File: src/rtl/apb_addr_decode.sv
// -----------------------------------------------------------------------------
// apb_addr_decode
//
// 1-to-2 APB3 address decoder. One upstream completer port (apbReg) is steered
// to one of two downstream requester ports (apb_uBlockA / apb_uBlockB) by
// address. The selected target's response is returned upstream. Unmapped
// addresses complete locally with pslverr=1 and zero wait states.
//
// Ports:
//   clk, rst_n                 clock, asynchronous active-low reset
//   apbReg_*                   upstream APB completer port (paddr, psel, penable,
//                              pwrite, pwdata in; pready, prdata, pslverr out)
//   apb_uBlockA_*              downstream requester port to uBlockA
//   apb_uBlockB_*              downstream requester port to uBlockB
//
// Optional feature macro: APB_DECODE_TIMEOUT_EN
//   When defined, an A/B target that holds pready low for TIMEOUT_CYCLES
//   consecutive ACCESS cycles is abandoned: the decoder completes upstream with
//   pslverr=1, prdata=0 and drops the downstream psel/penable in that cycle.
//   When undefined, the decoder waits indefinitely for the target.
// -----------------------------------------------------------------------------
module apb_addr_decode #(
   parameter logic [31:0] BLOCKA_BASE    = 32'h0000_0000,
   parameter logic [31:0] BLOCKB_BASE    = 32'h0001_0000,
   parameter int unsigned REGION_LOG2    = 16,
   parameter int unsigned TIMEOUT_CYCLES = 16
) (
   input  logic        clk,
   input  logic        rst_n,
   // upstream
   input  logic [31:0] apbReg_paddr,
   input  logic        apbReg_psel,
   input  logic        apbReg_penable,
   input  logic        apbReg_pwrite,
   input  logic [31:0] apbReg_pwdata,
   output logic        apbReg_pready,
   output logic [31:0] apbReg_prdata,
   output logic        apbReg_pslverr,
   // downstream A
   output logic [31:0] apb_uBlockA_paddr,
   output logic        apb_uBlockA_psel,
   output logic        apb_uBlockA_penable,
   output logic        apb_uBlockA_pwrite,
   output logic [31:0] apb_uBlockA_pwdata,
   input  logic        apb_uBlockA_pready,
   input  logic [31:0] apb_uBlockA_prdata,
   input  logic        apb_uBlockA_pslverr,
   // downstream B
   output logic [31:0] apb_uBlockB_paddr,
   output logic        apb_uBlockB_psel,
   output logic        apb_uBlockB_penable,
   output logic        apb_uBlockB_pwrite,
   output logic [31:0] apb_uBlockB_pwdata,
   input  logic        apb_uBlockB_pready,
   input  logic [31:0] apb_uBlockB_prdata,
   input  logic        apb_uBlockB_pslverr
);

   typedef enum logic [1:0] {
      SEL_NONE = 2'd0,
      SEL_A    = 2'd1,
      SEL_B    = 2'd2
   } sel_t;

   sel_t  selQ_r;
   sel_t  liveSel_s;
   sel_t  effSel_s;
   logic  hitA_s;
   logic  hitB_s;
   logic  setupPhase_s;
   logic  accessPhase_s;
   logic  timeoutHit_s;
   logic        upPready_s;
   logic [31:0] upPrdata_s;
   logic        upPslverr_s;

   // Region match on the bits above the naturally aligned region size.
   assign hitA_s = (apbReg_paddr[31:REGION_LOG2] == BLOCKA_BASE[31:REGION_LOG2]);
   assign hitB_s = (apbReg_paddr[31:REGION_LOG2] == BLOCKB_BASE[31:REGION_LOG2]);

   assign setupPhase_s  = apbReg_psel & ~apbReg_penable;
   assign accessPhase_s = apbReg_psel &  apbReg_penable;

   // Live decode; A has priority when both regions overlap.
   always_comb begin
      liveSel_s = SEL_NONE;
      if (hitA_s) begin
         liveSel_s = SEL_A;
      end else if (hitB_s) begin
         liveSel_s = SEL_B;
      end else begin
         liveSel_s = SEL_NONE;
      end
   end

   // SETUP uses the live decode; ACCESS uses the latched target so a moving
   // address mid-transfer cannot retarget the transfer.
   assign effSel_s = setupPhase_s ? liveSel_s : selQ_r;

   // Target select register: latch on SETUP, clear after completion.
   always_ff @(posedge clk or negedge rst_n) begin
      if (!rst_n) begin
         selQ_r <= SEL_NONE;
      end else if (setupPhase_s) begin
         selQ_r <= liveSel_s;
      end else if (accessPhase_s && upPready_s) begin
         selQ_r <= SEL_NONE;
      end else begin
         selQ_r <= selQ_r;
      end
   end

`ifdef APB_DECODE_TIMEOUT_EN
   localparam int unsigned CNT_W = $clog2(TIMEOUT_CYCLES) + 1;

   logic [CNT_W-1:0] stallCnt_r;
   logic             tgtPready_s;
   logic             stalled_s;

   // pready of the latched target; NONE never stalls.
   always_comb begin
      tgtPready_s = 1'b1;
      case (selQ_r)
         SEL_A:   tgtPready_s = apb_uBlockA_pready;
         SEL_B:   tgtPready_s = apb_uBlockB_pready;
         default: tgtPready_s = 1'b1;
      endcase
   end

   assign stalled_s    = accessPhase_s & (selQ_r != SEL_NONE) & ~tgtPready_s;
   // stallCnt_r holds the number of earlier stalled ACCESS cycles, so the
   // limit is reached on the TIMEOUT_CYCLES-th stalled cycle itself.
   assign timeoutHit_s = stalled_s & (stallCnt_r == CNT_W'(TIMEOUT_CYCLES - 1));

   // Consecutive-stall counter; clears on completion, timeout or idle.
   always_ff @(posedge clk or negedge rst_n) begin
      if (!rst_n) begin
         stallCnt_r <= '0;
      end else if (stalled_s && !timeoutHit_s) begin
         stallCnt_r <= stallCnt_r + {{(CNT_W-1){1'b0}}, 1'b1};
      end else begin
         stallCnt_r <= '0;
      end
   end
`else
   assign timeoutHit_s = 1'b0;
`endif

   // Downstream gating; everything is forced low while in reset.
   assign apb_uBlockA_psel    = rst_n & apbReg_psel    & (effSel_s == SEL_A) & ~timeoutHit_s;
   assign apb_uBlockA_penable = rst_n & apbReg_penable & (effSel_s == SEL_A) & ~timeoutHit_s;
   assign apb_uBlockB_psel    = rst_n & apbReg_psel    & (effSel_s == SEL_B) & ~timeoutHit_s;
   assign apb_uBlockB_penable = rst_n & apbReg_penable & (effSel_s == SEL_B) & ~timeoutHit_s;

   // Address, direction and write data go to both ports unmodified.
   assign apb_uBlockA_paddr  = apbReg_paddr;
   assign apb_uBlockA_pwrite = apbReg_pwrite;
   assign apb_uBlockA_pwdata = apbReg_pwdata;
   assign apb_uBlockB_paddr  = apbReg_paddr;
   assign apb_uBlockB_pwrite = apbReg_pwrite;
   assign apb_uBlockB_pwdata = apbReg_pwdata;

   // Upstream response mux; only active in ACCESS, zero otherwise.
   always_comb begin
      upPready_s  = 1'b0;
      upPrdata_s  = 32'h0000_0000;
      upPslverr_s = 1'b0;
      if (rst_n && accessPhase_s) begin
         if (timeoutHit_s) begin
            upPready_s  = 1'b1;
            upPrdata_s  = 32'h0000_0000;
            upPslverr_s = 1'b1;
         end else begin
            case (selQ_r)
               SEL_A: begin
                  upPready_s  = apb_uBlockA_pready;
                  upPrdata_s  = apb_uBlockA_prdata;
                  upPslverr_s = apb_uBlockA_pslverr;
               end
               SEL_B: begin
                  upPready_s  = apb_uBlockB_pready;
                  upPrdata_s  = apb_uBlockB_prdata;
                  upPslverr_s = apb_uBlockB_pslverr;
               end
               SEL_NONE: begin
                  // unmapped: complete locally with an error, no wait states
                  upPready_s  = 1'b1;
                  upPrdata_s  = 32'h0000_0000;
                  upPslverr_s = 1'b1;
               end
               default: begin
                  upPready_s  = 1'b0;
                  upPrdata_s  = 32'h0000_0000;
                  upPslverr_s = 1'b0;
               end
            endcase
         end
      end else begin
         upPready_s  = 1'b0;
         upPrdata_s  = 32'h0000_0000;
         upPslverr_s = 1'b0;
      end
   end

   assign apbReg_pready  = upPready_s;
   assign apbReg_prdata  = upPrdata_s;
   assign apbReg_pslverr = upPslverr_s;

endmodule

File: config.mk
export PLATFORM = sky130hd
export DESIGN_NAME = apb_addr_decode
export DESIGN_NICKNAME = d
export VERILOG_FILES = /design/src/rtl/apb_addr_decode.sv
export SDC_FILE = /design/constraint.sdc
export NUM_CORES = 1
export LEC_CHECK = 0
export BUFFER_PORTS_ARGS = -buffer_cell sky130_fd_sc_hd__buf_2
export CORE_AREA = 3 3 117 119
export DETAILED_ROUTE_END_ITERATION = 16
export DIE_AREA = 0 0 120 122
export GPL_ROUTABILITY_DRIVEN = 0
export PLACE_DENSITY = 0.56
export SETUP_SLACK_MARGIN = 0.4
export SYNTH_ARGS = -nofsm -noshare
export SYNTH_HDL_FRONTEND = slang
export SYNTH_SLANG_ARGS = --single-unit
export TNS_END_PERCENT = 50
File: constraint.sdc
create_clock -name clk -period 2.2 [get_ports clk]
set_input_delay 0.55 -clock clk [delete_from_list [all_inputs] [get_ports clk]]
set_output_delay 0.55 -clock clk [all_outputs]
set_load 0.05 [all_outputs]
==> impl_table.tex, run 1 <==
\begin{tabular}{lr}
\hline
Metric & Value \\
\hline
\multicolumn{2}{l}{\textbf{Detailed routing}} \\
\quad Sum of routed wire length over all layers & between 6 and 7 mm \\
\quad First-pass iteration count of the detailed router & 4 \\
\quad Via density per instance & between 3 and 4 \\
\quad Routed wirelength normalized by instance count & 13.8 um \\
\quad DRC violation count after routing & 0 \\
\quad Total number of vias & about 1,700 \\
\quad Starting DRT DRC Count & 17 \\
\quad Final ANT Viol Nets & 0 \\
\multicolumn{2}{l}{\textbf{Power and ir drop}} \\
\quad Switching component of the power & approximately 230 uW \\
\quad Clock network power share & approximately 44\% \\
\quad Portion of total power attributed to sequential cells & 6.1\% \\
\quad Maximum vdd ir drop & between 0.2 and 0.25 mV \\
\quad Leakage & between 1 and 1.5 nW \\
\quad Proportion of power drawn by combinational gates & 49.4\% \\
\quad Total power per unit cell area & 201 mW/mm\^{}2 \\
\quad Switching part of the total power & between 30\% and 40\% \\
\quad Total power of the final layout & 605 uW \\
\quad Internal Power & around 380 uW \\
\multicolumn{2}{l}{\textbf{Clocking}} \\
\quad Clock Path Buffers & 2 \\
\quad Clock transition at path regs & around 0.030 ns \\
\quad Root Buffer & sky130\_fd\_sc\_hd\_\_clkbuf\_16 \\
\quad H-tree level count & 1 \\
\quad Clock latency of the later-clocked register in the worst-skew pair & 0.22 ns \\
\quad Total clock buffers created by CTS & 3 \\
\quad Sink count of the clock tree & 2 \\
\quad CTS tree & yes \\
\quad Number of hold buffers added after cts & 0 \\
\multicolumn{2}{l}{\textbf{Place}} \\
\quad Placed standard-cell area & 0.00218 mm\^{}2 \\
\quad Number of port buffers & 157 \\
\quad Cell total after placement & 454 \\
\quad Setup Slack @ Placement & -0.319 ns \\
\quad DP Wirelength & 5.00 mm \\
\multicolumn{2}{l}{\textbf{Logic synthesis}} \\
\quad FF+latch count, synth & 2 \\
\quad Netlist Area Pre-Place & 0.00167 mm\^{}2 \\
\quad Share of the yosys chip area belonging to registers & 2.99\% \\
\quad Post-synthesis cell type count & 22 \\
\quad Share of Yosys cell area claimed by the top area cell type & between 50\% and 60\% \\
\quad Net count after synthesis & 380 \\
\quad Share of synthesized registers carrying an async set or reset & 100\% \\
\quad Cells taking the most area after synthesis & sky130\_fd\_sc\_hd\_\_buf\_4 (58\%), sky130\_fd\_sc\_hd\_\_a22oi\_1 (14\%), sky130\_fd\_sc\_hd\_\_nor2\_1 (7.4\%) \\
\quad Number of enable flip-flop cells after synthesis & 0 \\
\quad Most used flip-flop cell after synthesis & sky130\_fd\_sc\_hd\_\_dfrtp\_1 \\
\quad Post-Syn Instances & 239 \\
\quad Top cells by instance count after synthesis & sky130\_fd\_sc\_hd\_\_buf\_4 (130), sky130\_fd\_sc\_hd\_\_nor2\_1 (33), sky130\_fd\_sc\_hd\_\_a22oi\_1 (32) \\
\quad Most repeated cell in the gate-level netlist after synthesis & sky130\_fd\_sc\_hd\_\_buf\_4 \\
\quad Yosys warnings & 0 \\
\quad Cell type with the largest total area after synthesis & sky130\_fd\_sc\_hd\_\_buf\_4 \\
\quad Synthesized area divided by synthesized cell count & about 7 um\^{}2 \\
\multicolumn{2}{l}{\textbf{Floorplanning}} \\
\quad Ports & 305 \\
\quad Initial cell density of the core & 13.2\% \\
\quad Core region area & 0.0127 mm\^{}2 \\
\quad Die Y & approximately 120 um \\
\quad Horiz. Die Dim & 120 um \\
\quad Die area & 0.0146 mm\^{}2 \\
\quad Cell Rows & a little over 40 \\
\multicolumn{2}{l}{\textbf{Layout}} \\
\quad Number of flip-flops in the largest register & 2 \\
\quad Register name with the most flops & selQ\_r \\
\quad Number of non-filler instances in the completed layout & 466 \\
\quad Share of post-route cells with drive strength above 1 & between 90\% and 100\% \\
\quad Largest registers & selQ\_r x2 \\
\quad Number of antenna repair diodes & 0 \\
\quad Layout area overhead & 80.1\% \\
\quad Total non-filler cell area in the finished layout & 0.00301 mm\^{}2 \\
\quad Final Core Density & 23.8\% \\
\quad Number of nets in the finished design & 437 \\
\multicolumn{2}{l}{\textbf{Setup path}} \\
\quad CP Class & input pin to primary output \\
\quad Chain of cells forming the critical path & buf\_8, nor4\_4, nand2\_2, o32a\_4, nor3b\_4, buf\_6 \\
\quad Worst setup path startpoint & apbReg\_paddr[24] \\
\quad Kind of end point of the critical path & primary output \\
\quad Critical path data arrival time & 1.80 ns \\
\quad Crit path buf inv count & 2 \\
\quad Highest-delay cell along the critical path & sky130\_fd\_sc\_hd\_\_o32a\_4 \\
\quad Critical path's largest stage delay & 0.40 ns \\
\quad Largest delay contributor family on the critical path & simple AND/OR/NAND/NOR gates \\
\quad Maximum fanout along the worst path & 4 \\
\quad Reg-to-Reg Start & selQ\_r[0] \\
\quad Startpoint type of the worst setup path & input pin \\
\quad Data required, critical path & around 1.7 ns \\
\multicolumn{2}{l}{\textbf{Global routing}} \\
\quad Via count of the first global-routing pass & 1,865 \\
\quad Total congestion overflow & 0 \\
\quad First-pass GRT wire length & roughly 9.4 mm \\
\quad Initial antenna violation count & 0 \\
\quad Largest net degree at the start of global routing & 19 \\
\quad GRT Resource Usage Total & under 10\% \\
\multicolumn{2}{l}{\textbf{Status}} \\
\quad Violated checks & setup timing \\
\quad Run status & complete, but fails checks \\
\multicolumn{2}{l}{\textbf{Timing}} \\
\quad Setup violation total in the final timing report & 21 \\
\quad Worst slew slack as a fraction of its limit & 80.7\% \\
\quad Post-Route Skew & 0.0000961 ns \\
\quad Transition time at the pin with the least slew margin & 0.290 ns \\
\quad Final Critical Period & 2.35 ns \\
\quad Number of max-slew violations in the final report & 0 \\
\quad Number of endpoints with negative hold slack in the final report & 0 \\
\quad Minimum setup slack in the final design & -0.152 ns \\
\quad Worst Hold Slack & about 0.27 ns \\
\quad Peak clock frequency supported by timing & 425 MHz \\
\quad Share of the clock period used by the worst path after layout & 107\% \\
\quad Summed negative setup slack over all endpoints & -0.800 ns \\
\quad Setup repair after global routing missed its margin & true \\
\multicolumn{2}{l}{\textbf{Min path}} \\
\quad Path category of the worst min-delay check & input pin to async pin \\
\multicolumn{2}{l}{\textbf{Run}} \\
\quad Max-cap violations & 0 \\
\hline
\end{tabular}
path summary, 6_finish.rpt:
kind | to | slack (ns) | cells past startpoint
setup reg to reg | selQ_r[0] | 0.57 | 8
setup / recovery | apb_uBlockB_penable | -0.15 | 6
hold reg to reg | selQ_r[0] | 0.86 | 4
max in group asynchronous | selQ_r[1] | 1.84 | 2
min in group clk | selQ_r[0] | 0.68 | 3
hold / removal | selQ_r[1] | 0.27 | 2
cells by family (layout without fill, tap and decap cells):
kind of cell / Yosys count / after routing / synth area share, %
AOI/OAI and AO/OA: 37 / 37 / 17.6
adders and majority gates: 4 / 4 / 2.99
buffers and inverters: 144 / 199 / 61.5
DFF: 2 / 2 / 2.99
and+or+nand+nor: 52 / 52 / 14.9
power groups by stage:
stage          clock network [mW]  registers, mW  logic (mW)
2_1_floorplan                   0         0.0375       0.655
3_3_place_gp                    0         0.0375       0.272
3_5_place_dp                    0         0.0375       0.274
4_1_cts                     0.274         0.0371       0.296
5_1_grt                     0.281         0.0371       0.315
6_report                    0.269         0.0371       0.299
layout by cell type, fill, tap and decap left out, types with 2 or more instances in the layout:
cell type,Yosys,routed
sky130_fd_sc_hd__buf_2,0,114
sky130_fd_sc_hd__nor2_4,0,32
sky130_fd_sc_hd__buf_6,0,29
sky130_fd_sc_hd__buf_4,130,23
sky130_fd_sc_hd__a22oi_2,0,19
sky130_fd_sc_hd__buf_8,0,17
sky130_fd_sc_hd__a22oi_1,32,13
sky130_fd_sc_hd__buf_12,0,6
sky130_fd_sc_hd__clkbuf_16,0,4
sky130_fd_sc_hd__nor3_4,0,3
sky130_fd_sc_hd__nor4_4,0,3
sky130_fd_sc_hd__nor3b_4,0,3
sky130_fd_sc_hd__ha_4,0,3
sky130_fd_sc_hd__buf_16,0,3
sky130_fd_sc_hd__inv_2,0,2
sky130_fd_sc_hd__a221oi_4,0,2
sky130_fd_sc_hd__nand2_1,3,2
area by class of cell:
cell class,count,area [um^2]
Tap cell,172,215
Fill cell,1356,9660
Sequential cell,2,51.3
Timing Repair Buffer,193,1550
Inverter,3,11.3
Clock buffer,3,75.1
Multi-Input combinational cell,93,1100
layer usage:
layer	GRT usage (%)	wire length (um)	vias up
met2	15.0	3430	160
li1	-	-	782
met5	0	0	-
met1	7.83	1940	751
met3	2.18	796	41
met4	4.58	258	0
timing repair:
| item | 4_1_cts | 5_1_grt |
|---|---|---|
| buffers inserted | 2 | 3 |
| cloned | 3 | 1 |
| pin swaps | 10 | 14 |
| gates resized for setup | 126 | 28 |
| setup endpoints to repair | 38 | 38 |
(Power assumes the default switching activity.)
==> run 2: changes to the inputs <==
- PLACE_DENSITY: 0.56 -> 0.57
- clock period: 2.2 -> 2 ns (I/O delays scaled with it)
==> run 2 against run 1 <==
  * The run still ends with setup timing left
  * Non-clock buffer count is 5 lower
  * Critical path type unchanged
  * Design area is 5.4% lower
  * Worst hold slack worse by 0.036 ns
  * Combinational power is 8.4% higher
  * Sequential share of layout area is 0.053 points higher
  * Utilization is 1.3 points lower
  * Clock skew is 0.0016 ns higher
  * Flip-flop and latch count stayed put
  * Die area stayed put
  * Routed wire length is 7.3% higher
  * Setup slack worse by 0.10 ns
==> impl_table.tex, run 2 (synthesis results as in run 1) <==
\begin{tabular}{lr}
\hline
Metric & Value \\
\hline
\multicolumn{2}{l}{\textbf{Status}} \\
\quad Run status & complete, but fails checks \\
\quad Violated checks & setup timing \\
\multicolumn{2}{l}{\textbf{Global routing}} \\
\quad Total congestion overflow & 0 \\
\quad Largest net degree at the start of global routing & 18 \\
\quad Via count of the first global-routing pass & 1,873 \\
\quad GRT Resource Usage Total & about 8.7\% \\
\quad First-pass GRT wire length & a little under 10 mm \\
\quad Initial antenna violation count & 0 \\
\multicolumn{2}{l}{\textbf{Detailed routing}} \\
\quad Via density per instance & 3.74 \\
\quad Sum of routed wire length over all layers & 6.90 mm \\
\quad Starting DRT DRC Count & 47 \\
\quad First-pass iteration count of the detailed router & 4 \\
\quad Routed wirelength normalized by instance count & 15.0 um \\
\quad Total number of vias & 1,723 \\
\quad DRC violation count after routing & 0 \\
\quad Final ANT Viol Nets & 0 \\
\multicolumn{2}{l}{\textbf{Setup path}} \\
\quad Critical path data arrival time & 1.75 ns \\
\quad Kind of end point of the critical path & primary output \\
\quad Maximum fanout along the worst path & 4 \\
\quad Data required, critical path & 1.50 ns \\
\quad CP Class & input pin to primary output \\
\quad Startpoint type of the worst setup path & input pin \\
\multicolumn{2}{l}{\textbf{Timing}} \\
\quad Setup violation total in the final timing report & 37 \\
\quad Worst slew slack as a fraction of its limit & 79.4\% \\
\quad Setup repair after global routing missed its margin & true \\
\quad Transition time at the pin with the least slew margin & between 0.3 and 0.4 ns \\
\quad Post-Route Skew & 0.00171 ns \\
\quad Number of endpoints with negative hold slack in the final report & 0 \\
\quad Share of the clock period used by the worst path after layout & 113\% \\
\quad Minimum setup slack in the final design & -0.254 ns \\
\quad Number of max-slew violations in the final report & 0 \\
\quad Final Critical Period & around 2.3 ns \\
\quad Peak clock frequency supported by timing & about 440 MHz \\
\multicolumn{2}{l}{\textbf{Power and ir drop}} \\
\quad Total power per unit cell area & 233 mW/mm\^{}2 \\
\quad Switching part of the total power & 37.5\% \\
\quad Total power of the final layout & $\sim$660 uW \\
\quad Internal Power & approximately 410 uW \\
\quad Clock network power share & 45.0\% \\
\quad Leakage & 1.13 nW \\
\quad Portion of total power attributed to sequential cells & between 6 and 7\% \\
\quad Maximum vdd ir drop & 0.221 mV \\
\quad Proportion of power drawn by combinational gates & about half \\
\quad Switching component of the power & roughly 250 uW \\
\multicolumn{2}{l}{\textbf{Layout}} \\
\quad Number of flip-flops in the largest register & 2 \\
\quad Share of post-route cells with drive strength above 1 & 85.5\% \\
\quad Largest registers & selQ\_r x2 \\
\quad Number of antenna repair diodes & 0 \\
\quad Leading cell type in the layout, fill and taps excluded & sky130\_fd\_sc\_hd\_\_buf\_2 \\
\quad Number of nets in the finished design & 432 \\
\quad Total non-filler cell area in the finished layout & 0.00285 mm\^{}2 \\
\quad Commonest cells after routing, fill and taps aside & sky130\_fd\_sc\_hd\_\_buf\_2 (113), sky130\_fd\_sc\_hd\_\_nor2\_4 (32), sky130\_fd\_sc\_hd\_\_buf\_6 (30), sky130\_fd\_sc\_hd\_\_a22oi\_1 (28), sky130\_fd\_sc\_hd\_\_buf\_4 (22) \\
\quad Layout area overhead & 70.4\% \\
\quad Register name with the most flops & selQ\_r \\
\multicolumn{2}{l}{\textbf{Floorplanning}} \\
\quad Cell Rows & 41 \\
\quad Core region area & 0.0127 mm\^{}2 \\
\quad Die area & approximately 0.015 mm\^{}2 \\
\quad Ports & roughly 310 \\
\quad Die Y & 122 um \\
\quad Initial cell density of the core & a little over an eighth \\
\quad Horiz. Die Dim & 120 um \\
\multicolumn{2}{l}{\textbf{Place}} \\
\quad Number of port buffers & approximately 160 \\
\quad Placed standard-cell area & 0.00225 mm\^{}2 \\
\quad DP Wirelength & between 5 and 6 mm \\
\quad Setup Slack @ Placement & -0.446 ns \\
\multicolumn{2}{l}{\textbf{Min path}} \\
\quad Path category of the worst min-delay check & input pin to async pin \\
\multicolumn{2}{l}{\textbf{Clocking}} \\
\quad Total clock buffers created by CTS & 3 \\
\quad Clock Path Buffers & 2 \\
\quad Root Buffer & sky130\_fd\_sc\_hd\_\_clkbuf\_16 \\
\quad Clock latency of the later-clocked register in the worst-skew pair & 0.22 ns \\
\quad H-tree level count & 1 \\
\quad Sink count of the clock tree & 2 \\
\quad Number of hold buffers added after cts & 0 \\
\quad Clock transition at path regs & about 0.03 ns \\
\quad CTS tree & yes \\
\multicolumn{2}{l}{\textbf{Run}} \\
\quad Max-cap violations & 0 \\
\hline
\end{tabular}
## run 2: final timing paths
kind / start / to / slack, ns / cells after the start
max: apbReg_paddr[19] / apb_uBlockB_penable / -0.25 / 6
min: rst_n / selQ_r[0] / 0.23 / 2
max reg2reg: selQ_r[0] / selQ_r[0] / 0.53 / 7
min reg2reg: selQ_r[0] / selQ_r[0] / 0.84 / 4
max in group asynchronous: rst_n / selQ_r[1] / 1.68 / 2
min in group clk: apbReg_paddr[23] / selQ_r[0] / 0.67 / 5
## run 2: worst max-delay path, stage by stage
cell and delay [ns]:
sky130_fd_sc_hd__buf_2 0.11, sky130_fd_sc_hd__nor3_2 0.24, sky130_fd_sc_hd__nand2_2 0.11, sky130_fd_sc_hd__o32a_4 0.41, sky130_fd_sc_hd__nor3b_4 0.20, sky130_fd_sc_hd__buf_6 0.18
## run 2: timing repair
action,CTS,global route
setup endpoints to repair,38,38
setup buffers,1,0
pin swaps,14,11
gates cloned,3,0
gates resized for setup,107,13
## run 2: cell type report
class                           count  area, um^2
Clock buffer                        3        75.1
Fill cell                        1361        9820
Inverter                            3        11.3
Multi-Input combinational cell     93        1010
Sequential cell                     2        50.0
Tap cell                          172         215
Timing Repair Buffer              188        1480
## run 2: per-stage QoR
step / util (%) / setup TNS, ns / instances / hold WS [ns]
floorplan: - / -2.78 / 239 / 0.204
global placement: 17.8 / -5.33 / 454 / 0.442
detailed placement: 17.8 / -5.46 / 454 / 0.451
CTS: 22.1 / -6.02 / 461 / 0.228
global route: 22.5 / -8.89 / 461 / 0.239
finish: 22.5 / -5.85 / 461 / 0.230
## run 2: layer usage
layer | routed length (um) | GRT usage, %
met1 | 2110 | 8.25
met2 | 3790 | 17.3
met3 | 753 | 2.32
met4 | 244 | 3.79
met5 | 0 | 0
## run 2: power by group through the flow
stage	clock (mW)	combinational (mW)	sequential, mW
floorplan	0	0.720	0.0412
global placement	0	0.304	0.0412
detailed placement	0	0.306	0.0412
CTS	0.304	0.325	0.0408
global route	0.310	0.340	0.0408
finish	0.298	0.324	0.0408
